File: src/rtl/vram_read_arbiter_if.sv
// Read-port bundle between the two requesters, the arbiter and the image RAM.
// The slave modport is the arbiter's view; master is the requester/RAM side.
interface vram_read_arbiter_if #(
  parameter int ADDR_W = 15,
  parameter int DATA_W = 16
);
  logic              i_a_req;
  logic [ADDR_W-1:0] i_a_addr;
  logic              o_a_gnt;
  logic              o_a_valid;
  logic [DATA_W-1:0] o_a_data;
  logic              i_b_req;
  logic [ADDR_W-1:0] i_b_addr;
  logic              o_b_gnt;
  logic              o_b_valid;
  logic [DATA_W-1:0] o_b_data;
  logic [ADDR_W-1:0] o_addrb;
  logic [DATA_W-1:0] i_doutb;
  logic              o_starved;

  modport slave (
    input  i_a_req, i_a_addr, i_b_req, i_b_addr, i_doutb,
    output o_a_gnt, o_a_valid, o_a_data, o_b_gnt, o_b_valid, o_b_data,
           o_addrb, o_starved
  );

  modport master (
    output i_a_req, i_a_addr, i_b_req, i_b_addr, i_doutb,
    input  o_a_gnt, o_a_valid, o_a_data, o_b_gnt, o_b_valid, o_b_data,
           o_addrb, o_starved
  );
endinterface

File: src/rtl/vram_read_arbiter.sv
// Two-port arbiter onto the single image-RAM read port: A (pixel fetch) has
// priority, B gets a forced grant after STARVE_MAX denied cycles.
module vram_read_arbiter #(
  parameter int ADDR_W     = 15,
  parameter int DATA_W     = 16,
  parameter int RD_LAT     = 1,
  parameter int STARVE_MAX = 8
) (
  input logic                 i_clk,
  input logic                 i_rst,
  vram_read_arbiter_if.slave  bus
);
  localparam int CNT_W = $clog2(STARVE_MAX + 1);

  typedef struct packed {
    logic vld;
    logic is_b;
  } tag_t;

  logic [CNT_W-1:0] starve_cnt;
  tag_t [RD_LAT:0]  vld_pipe;
  tag_t             new_tag;
  logic             force_b;
  logic             a_xfer;
  logic             b_xfer;

  assign force_b     = bus.i_b_req && (starve_cnt == CNT_W'(STARVE_MAX));
  assign bus.o_b_gnt = ~i_rst & bus.i_b_req & (~bus.i_a_req | force_b);
  assign bus.o_a_gnt = ~i_rst & bus.i_a_req & ~force_b;
  assign a_xfer      = bus.o_a_gnt;
  assign b_xfer      = bus.o_b_gnt;
  assign new_tag     = '{vld: a_xfer | b_xfer, is_b: b_xfer};

  // Tag at slot RD_LAT marks the edge where i_doutb holds that read's data.
  always_ff @(posedge i_clk) begin
    if (i_rst) begin
      starve_cnt    <= '0;
      vld_pipe      <= '0;
      bus.o_addrb   <= '0;
      bus.o_starved <= 1'b0;
      bus.o_a_valid <= 1'b0;
      bus.o_b_valid <= 1'b0;
      bus.o_a_data  <= '0;
      bus.o_b_data  <= '0;
    end else begin
      vld_pipe      <= {vld_pipe[RD_LAT-1:0], new_tag};
      bus.o_starved <= b_xfer & force_b;

      if (a_xfer)      bus.o_addrb <= bus.i_a_addr;
      else if (b_xfer) bus.o_addrb <= bus.i_b_addr;

      if (!bus.i_b_req || b_xfer) starve_cnt <= '0;
      else                        starve_cnt <= starve_cnt + CNT_W'(1);

      bus.o_a_valid <= vld_pipe[RD_LAT].vld & ~vld_pipe[RD_LAT].is_b;
      bus.o_b_valid <= vld_pipe[RD_LAT].vld &  vld_pipe[RD_LAT].is_b;
      if (vld_pipe[RD_LAT].vld && !vld_pipe[RD_LAT].is_b) bus.o_a_data <= bus.i_doutb;
      if (vld_pipe[RD_LAT].vld &&  vld_pipe[RD_LAT].is_b) bus.o_b_data <= bus.i_doutb;
    end
  end
endmodule

File: src/flat_wrapper.sv
// flat-port wrapper written by rule: the top's interface ports become plain ports
module vram_read_arbiter_flat 
#(
  parameter int ADDR_W     = 15,
  parameter int DATA_W     = 16,
  parameter int RD_LAT     = 1,
  parameter int STARVE_MAX = 8
)
  (i_clk, i_rst, bus_i_a_req, bus_i_a_addr, bus_i_b_req, bus_i_b_addr, bus_i_doutb, bus_o_a_gnt, bus_o_a_valid, bus_o_a_data, bus_o_b_gnt, bus_o_b_valid, bus_o_b_data, bus_o_addrb, bus_o_starved);
  vram_read_arbiter_if #(.ADDR_W(ADDR_W), .DATA_W(DATA_W)) bus_i ();
  input logic i_clk;
  input logic i_rst;
  input wire logic [$bits(bus_i.i_a_req)-1:0] bus_i_a_req;
  input wire logic [$bits(bus_i.i_a_addr)-1:0] bus_i_a_addr;
  input wire logic [$bits(bus_i.i_b_req)-1:0] bus_i_b_req;
  input wire logic [$bits(bus_i.i_b_addr)-1:0] bus_i_b_addr;
  input wire logic [$bits(bus_i.i_doutb)-1:0] bus_i_doutb;
  output wire logic [$bits(bus_i.o_a_gnt)-1:0] bus_o_a_gnt;
  output wire logic [$bits(bus_i.o_a_valid)-1:0] bus_o_a_valid;
  output wire logic [$bits(bus_i.o_a_data)-1:0] bus_o_a_data;
  output wire logic [$bits(bus_i.o_b_gnt)-1:0] bus_o_b_gnt;
  output wire logic [$bits(bus_i.o_b_valid)-1:0] bus_o_b_valid;
  output wire logic [$bits(bus_i.o_b_data)-1:0] bus_o_b_data;
  output wire logic [$bits(bus_i.o_addrb)-1:0] bus_o_addrb;
  output wire logic [$bits(bus_i.o_starved)-1:0] bus_o_starved;
  assign bus_i.i_a_req = bus_i_a_req;
  assign bus_i.i_a_addr = bus_i_a_addr;
  assign bus_i.i_b_req = bus_i_b_req;
  assign bus_i.i_b_addr = bus_i_b_addr;
  assign bus_i.i_doutb = bus_i_doutb;
  assign bus_o_a_gnt = bus_i.o_a_gnt;
  assign bus_o_a_valid = bus_i.o_a_valid;
  assign bus_o_a_data = bus_i.o_a_data;
  assign bus_o_b_gnt = bus_i.o_b_gnt;
  assign bus_o_b_valid = bus_i.o_b_valid;
  assign bus_o_b_data = bus_i.o_b_data;
  assign bus_o_addrb = bus_i.o_addrb;
  assign bus_o_starved = bus_i.o_starved;
  vram_read_arbiter #(.ADDR_W(ADDR_W), .DATA_W(DATA_W), .RD_LAT(RD_LAT), .STARVE_MAX(STARVE_MAX)) u_core (.i_clk(i_clk), .i_rst(i_rst), .bus(bus_i));
endmodule
File: config.mk
export PLATFORM = sky130hd
export DESIGN_NAME = vram_read_arbiter_flat
export DESIGN_NICKNAME = d
export VERILOG_FILES = /design/src/rtl/vram_read_arbiter_if.sv /design/src/rtl/vram_read_arbiter.sv /design/src/flat_wrapper.sv
export SDC_FILE = /design/constraint.sdc
export NUM_CORES = 1
export LEC_CHECK = 0
export CAP_MARGIN = 20
export CORE_UTILIZATION = 41
export CTS_BUF_LIST = sky130_fd_sc_hd__clkbuf_8 sky130_fd_sc_hd__clkbuf_16
export CTS_CLUSTER_SIZE = 30
export DETAILED_ROUTE_END_ITERATION = 10
export GPL_TIMING_DRIVEN = 0
export HOLD_SLACK_MARGIN = 0.06
export MAX_ROUTING_LAYER = met4
export PLACE_DENSITY = 0.79
export SLEW_MARGIN = 20
export SYNTH_ARGS = -nofsm -noshare
export SYNTH_HDL_FRONTEND = slang
export SYNTH_SLANG_ARGS = --single-unit
File: constraint.sdc
create_clock -name i_clk -period 2.26 [get_ports i_clk]
set_clock_uncertainty 0.15 [all_clocks]
set_input_delay 0.226 -clock i_clk [delete_from_list [all_inputs] [get_ports i_clk]]
set_output_delay 0.226 -clock i_clk [all_outputs]
set_load 0.1 [all_outputs]
# [Word-level counts from Yosys, hierarchy flattened]
# Index checks and enable logic that the tools add are counted.
[totals] reg_bits=58 input_bits=50 out_inout_bits=52
[op_classes] addsub=1 n_eq_ne=1 muxes=2 bitwise=13 n_reduce_logical=8
[ops] cell="$mux 15" count=2
[ops] cell="$and 1x1->1" count=7
[ops] cell="$add 4x1->4 const B" count=1
[ops] cell="$eq 4x4->1 const B" count=1
[ops] cell="$not 1->1" count=4
[ops] cell="$logic_and 1x1->1" count=3
[ops] cell="$logic_not 1->1" count=2
[ops] cell="$or 1x1->1" count=2
[ops] cell="$reduce_bool 2->1" count=1
[ops] cell="$reduce_or 2->1" count=1
[ops] cell="$logic_or 1x1->1" count=1

# [Logic depth before layout (Yosys ltp)]
[logic_depth] depth_word=6 ltp_mapped=8 mapped_depth_nobuf=5

# [Worst setup path after synthesis]
# No wires, ideal clock.
[synth_timing] path_type="register -> output" startpoint="register u_core.starve_cnt[0]" endpoint="output bus_o_b_gnt" arrival_ns=2.146 required_ns=1.884 slack_ns=-0.262 path_stages_with_launch=5 cell_sequence="dfxtp_1 > inv_1 > ha_1 > nand3b_1 > a21oi_1"
[synth_via] elab_chain_len=4
[synth_lines] item="from (decl)" line="vram_read_arbiter.sv:20" rtl="logic [CNT_W-1:0] starve_cnt;"
[synth_lines] item="from (signal assigned)" line="vram_read_arbiter.sv:53" rtl="else starve_cnt <= starve_cnt + CNT_W'(1);"
[synth_lines] item="$eq 4x4->1" line="vram_read_arbiter.sv:27" rtl="assign force_b = bus.i_b_req && (starve_cnt == CNT_W'(STARVE_MAX));"
[synth_lines] item="$logic_and 1x1->1" line="vram_read_arbiter.sv:27"
[synth_lines] item="$or 1x1->1" line="vram_read_arbiter.sv:28" rtl="assign bus.o_b_gnt = ~i_rst & bus.i_b_req & (~bus.i_a_req | force_b);"
[synth_lines] item="$and 1x1->1" line="vram_read_arbiter.sv:28"
[synth_lines] item="to (decl)" line="flat_wrapper.sv:21" rtl="output wire logic [$bits(bus_i.o_b_gnt)-1:0] bus_o_b_gnt;"
# No other way between the ends.

# [Worst setup path in the final report]
[layout_timing] startpoint="register u_core.starve_cnt[0]" endpoint="output bus_o_a_gnt"
[layout_via] elab_chain_len=4
[layout_lines] item="$eq 4x4->1" line="vram_read_arbiter.sv:27"
[layout_lines] item="$logic_and 1x1->1" line="vram_read_arbiter.sv:27"
[layout_lines] item="$not 1->1" line="vram_read_arbiter.sv:29" rtl="assign bus.o_a_gnt = ~i_rst & bus.i_a_req & ~force_b;"
[layout_lines] item="$and 1x1->1" line="vram_read_arbiter.sv:29"
[layout_lines] item="to (decl)" line="flat_wrapper.sv:18" rtl="output wire logic [$bits(bus_i.o_a_gnt)-1:0] bus_o_a_gnt;"
# No other way between the ends.

==> impl_results.md <==
- Mean routed wirelength per cell: 13.0 µm
- Final HPWL DP: 4.25 mm
- GPL Wtd Cong: 0.753
- Most used DFF post-synth: dfxtp_1
- CTS Sinks: 58
- CORE AREA: 5240 µm²
- Via count: 2266
- Net switching power: 826 µW
- Post-placement setup slack: -0.873 ns
- Post-route insts no fill: 457
- Grt ovf: 0
- Post-synth EDFFs: 0
- # rows: 26
- Crit-path slowest cell: dfxtp_2
- Synth top area share: 0.507
- Distinct cells, synth: 29
- Synth area leaders: dfxtp_1 (51%), nand2_1 (11%), a21oi_1 (7.4%), a211oi_2 (4.9%), o21bai_1 (4.3%)
- Area leader, netlist: dfxtp_1
- Hold_sp: i_rst
- Synth top cells by count: nand2_1 (65), dfxtp_1 (58), a21oi_1 (34)
- Total CTS buffers: 9
- Die W: 76.8 µm
- LEAKAGE: 0.00133 µW
- Pint: 1910 µW
- Pwr/cell area: 745 nW/µm²
- Die area: 5890 µm²
- Asr flop ratio synth: 0
- Global route hottest layer: met2
- GRT Util Overall: 0.212
- Via/cell ratio: 4.96
- Sequential power share: 0.396
- Required time of the worst setup path: 1.88 ns
- # nets final: 434
- Post-DRT Antenna Nets: 0
- Layout cells sized above 1: 0.119
- Most frequent cell after synthesis: nand2_1
- Diodes inserted: 0
- Worst-path cell chain: inv_1 > ha_2 > and4b_1 > buf_6 > or2_4 > buf_8 > clkinvlp_4 > buf_12
- Drt pass-1 iters: 4
- Minimum clock period: 2.21 ns
- Ys Warns: 0
- Final hold vios: 0
- CTS tree: done
- First-pass GRT wire length: 9.69 mm
- Vias in the first global route: 2158
- Clock transition at the registers of the reported paths: 0.06 ns
- Max-Cap Viols: 0
- Post-synthesis sequential area ratio: 0.507
- DIE HEIGHT: 76.8 µm
- Cells after synthesis: 264
- Fin crit share: 0.980
- CP max FO: 8
- Critical Path AT: 1.84 ns
- # IOs: 102
- Post-synthesis net count: 316
- Max rail drop VDD: 573 µV
- Seq cells post-synth: 58
- CP endpoint kind: primary output
- Combinational Power Share: 0.222
- Reg2reg end: u_core.bus.o_addrb[12]
- Drt drc: 0
- Initial antenna violation count: 0
- Clock Path Buffers: 2
- Number of DRC markers in iteration 0: 69
- Placed cell area: 3390 µm²
- Largest net degree at the start of global routing: 11
- # setup viols final: 0
- Met3 Use GR: 0.0524
- Slew @ Worst Pin: 1.00 ns
- Mean Syn Cell Area: 8.68 µm²
- Initial Utilization: 0.437
- Min-Delay Endpoint: u_core.bus.o_starved
- Placed cell count: 434
- Delay of the slowest critical-path stage: 0.35 ns
- Status: finished, final reports clean
- RR Startpoint: u_core.starve_cnt[0]
- Net switching share of the total power: 0.302
- Final max-slew violation count: 0
- Sum Neg Setup Slack: 0 ns
- P&R area growth vs syn: 60.2%
- WS Path Type: flop to primary output
- Post-Syn Area: 2290 µm²
- Met2 usage: 0.344
- Hold path depth: 3
- Util after Layout: 0.701
- Clock Tree Root: clkbuf_8
- Post-Route WL: 5.96 mm
- Reg2Reg Setup Slack: 0.15 ns
- Skew-Pair Late Insertion Delay: 0.32 ns
- CP Launch Type: flop
- Fmax: 0.452 GHz
- Headroom to the max-slew limit: 0.328
- IO buf count: 100
- M1 GR Usage: 0.247
- R2R depth: 9
- Final Cell Area: 3670 µm²
- Htree depth: 3
- Final WS setup: 0.0457 ns
- Type of the most critical hold path: input port to flop
- Clk pwr share: 0.381
==> layout make-up <==
class / instances / area (µm²)
Timing Repair Buffer: 108 / 1070
Inverter: 5 / 22.5
Clock inverter: 6 / 81.3
Sequential cell: 58 / 1160
Fill cell: 398 / 1570
Tap cell: 70 / 87.6
Clock buffer: 10 / 138
Multi-Input combinational cell: 180 / 993
Buffer: 20 / 110
==> power groups by stage <==
stage | clock network (µW) | logic [µW] | registers (µW)
after floorplan | 0 | 133 | 1370
after global placement | 0 | 594 | 1110
after detailed placement | 0 | 597 | 1110
after CTS | 1060 | 603 | 1080
after global routing | 1110 | 633 | 1090
final | 1040 | 608 | 1090
==> metal layers <==
| metal | routed length, µm | part of all wire |
|---|---|---|
| met3 | 468 | 0.078 |
| met4 | 92 | 0.015 |
| met2 | 2850 | 0.48 |
| met5 | 0 | 0 |
| met1 | 2550 | 0.43 |
==> worst max-delay path, delay by kind of cell (launching register included) <==
family | cells | cell delay (ns)
simple gates | 2 | 0.42
flops | 1 | 0.35
fa+ha+maj | 1 | 0.18
buf+inv | 5 | 0.57
==> flip-flops by register name, summed over array words and instances, names as in the netlist <==
register,cells
u_core.bus.o_starved,1
u_core.bus.o_b_valid,1
u_core.starve_cnt,4
u_core.bus.o_a_data,16
u_core.bus.o_a_valid,1
u_core.bus.o_b_data,16
u_core.bus.o_addrb,15
u_core.vld_pipe,4
==> worst max path at each step <==
stage	startpoint	end	slack, ns	cells after the start
2_1_floorplan	u_core.starve_cnt[0]	bus_o_a_gnt	0.18	8
3_3_place_gp	bus_i_a_req	bus_o_a_gnt	-0.84	8
3_5_place_dp	bus_i_a_req	bus_o_a_gnt	-0.87	8
4_1_cts	u_core.starve_cnt[0]	bus_o_a_gnt	-0.11	9
5_1_grt	u_core.starve_cnt[0]	bus_o_a_gnt	-0.009	8
6_report	u_core.starve_cnt[0]	bus_o_a_gnt	0.05	8
==> cell families after synthesis <==
kind of cell | after synthesis | share of synthesized area
and+or+nand+nor | 114 | 0.222
AOI/OAI and AO/OA | 62 | 0.189
buffers and inverters | 26 | 0.0633
adders and majority gates | 2 | 0.0109
DFF | 58 | 0.507
xor gates and xnor gates | 2 | 0.00765
==> placed cells by master (no fill, tap or decap), drive strengths merged, types with 2 or more instances in the layout <==
cell type      Yosys  routed
nor2b              3       3
a311o              3       3
clkdlybuf4s50      0      98
a211oi            12      12
dfxtp             58      58
a21oi             34      34
buf                9      16
nand2b             3       3
clkbuf            12      22
bufinv             0       2
o21bai            13      13
nor3              12      12
nor3b              6       6
clkinvlp           0       2
nand2             65      65
clkinv             0       2
nor2              19      19
inv                5       5
ha                 2       2
==> stage by stage <==
| stage | hold WS, ns | power, µW |
|---|---|---|
| global route | 0.171 | 2840 |
| detailed placement | 0.272 | 1700 |
| CTS | 0.123 | 2750 |
| floorplan | 0.168 | 1510 |
| finish | 0.125 | 2740 |
| global placement | 0.271 | 1700 |
==> timing repair <==
action | in CTS | in global routing
setup buffers | 0 | 7
pin swaps | 1 | 1
hold endpoints to repair | 1 | 0
hold buffers | 1 | 0
gates resized for setup | 13 | 4
setup endpoints to repair | 2 | 1
Power figures use the tool's default switching activity.
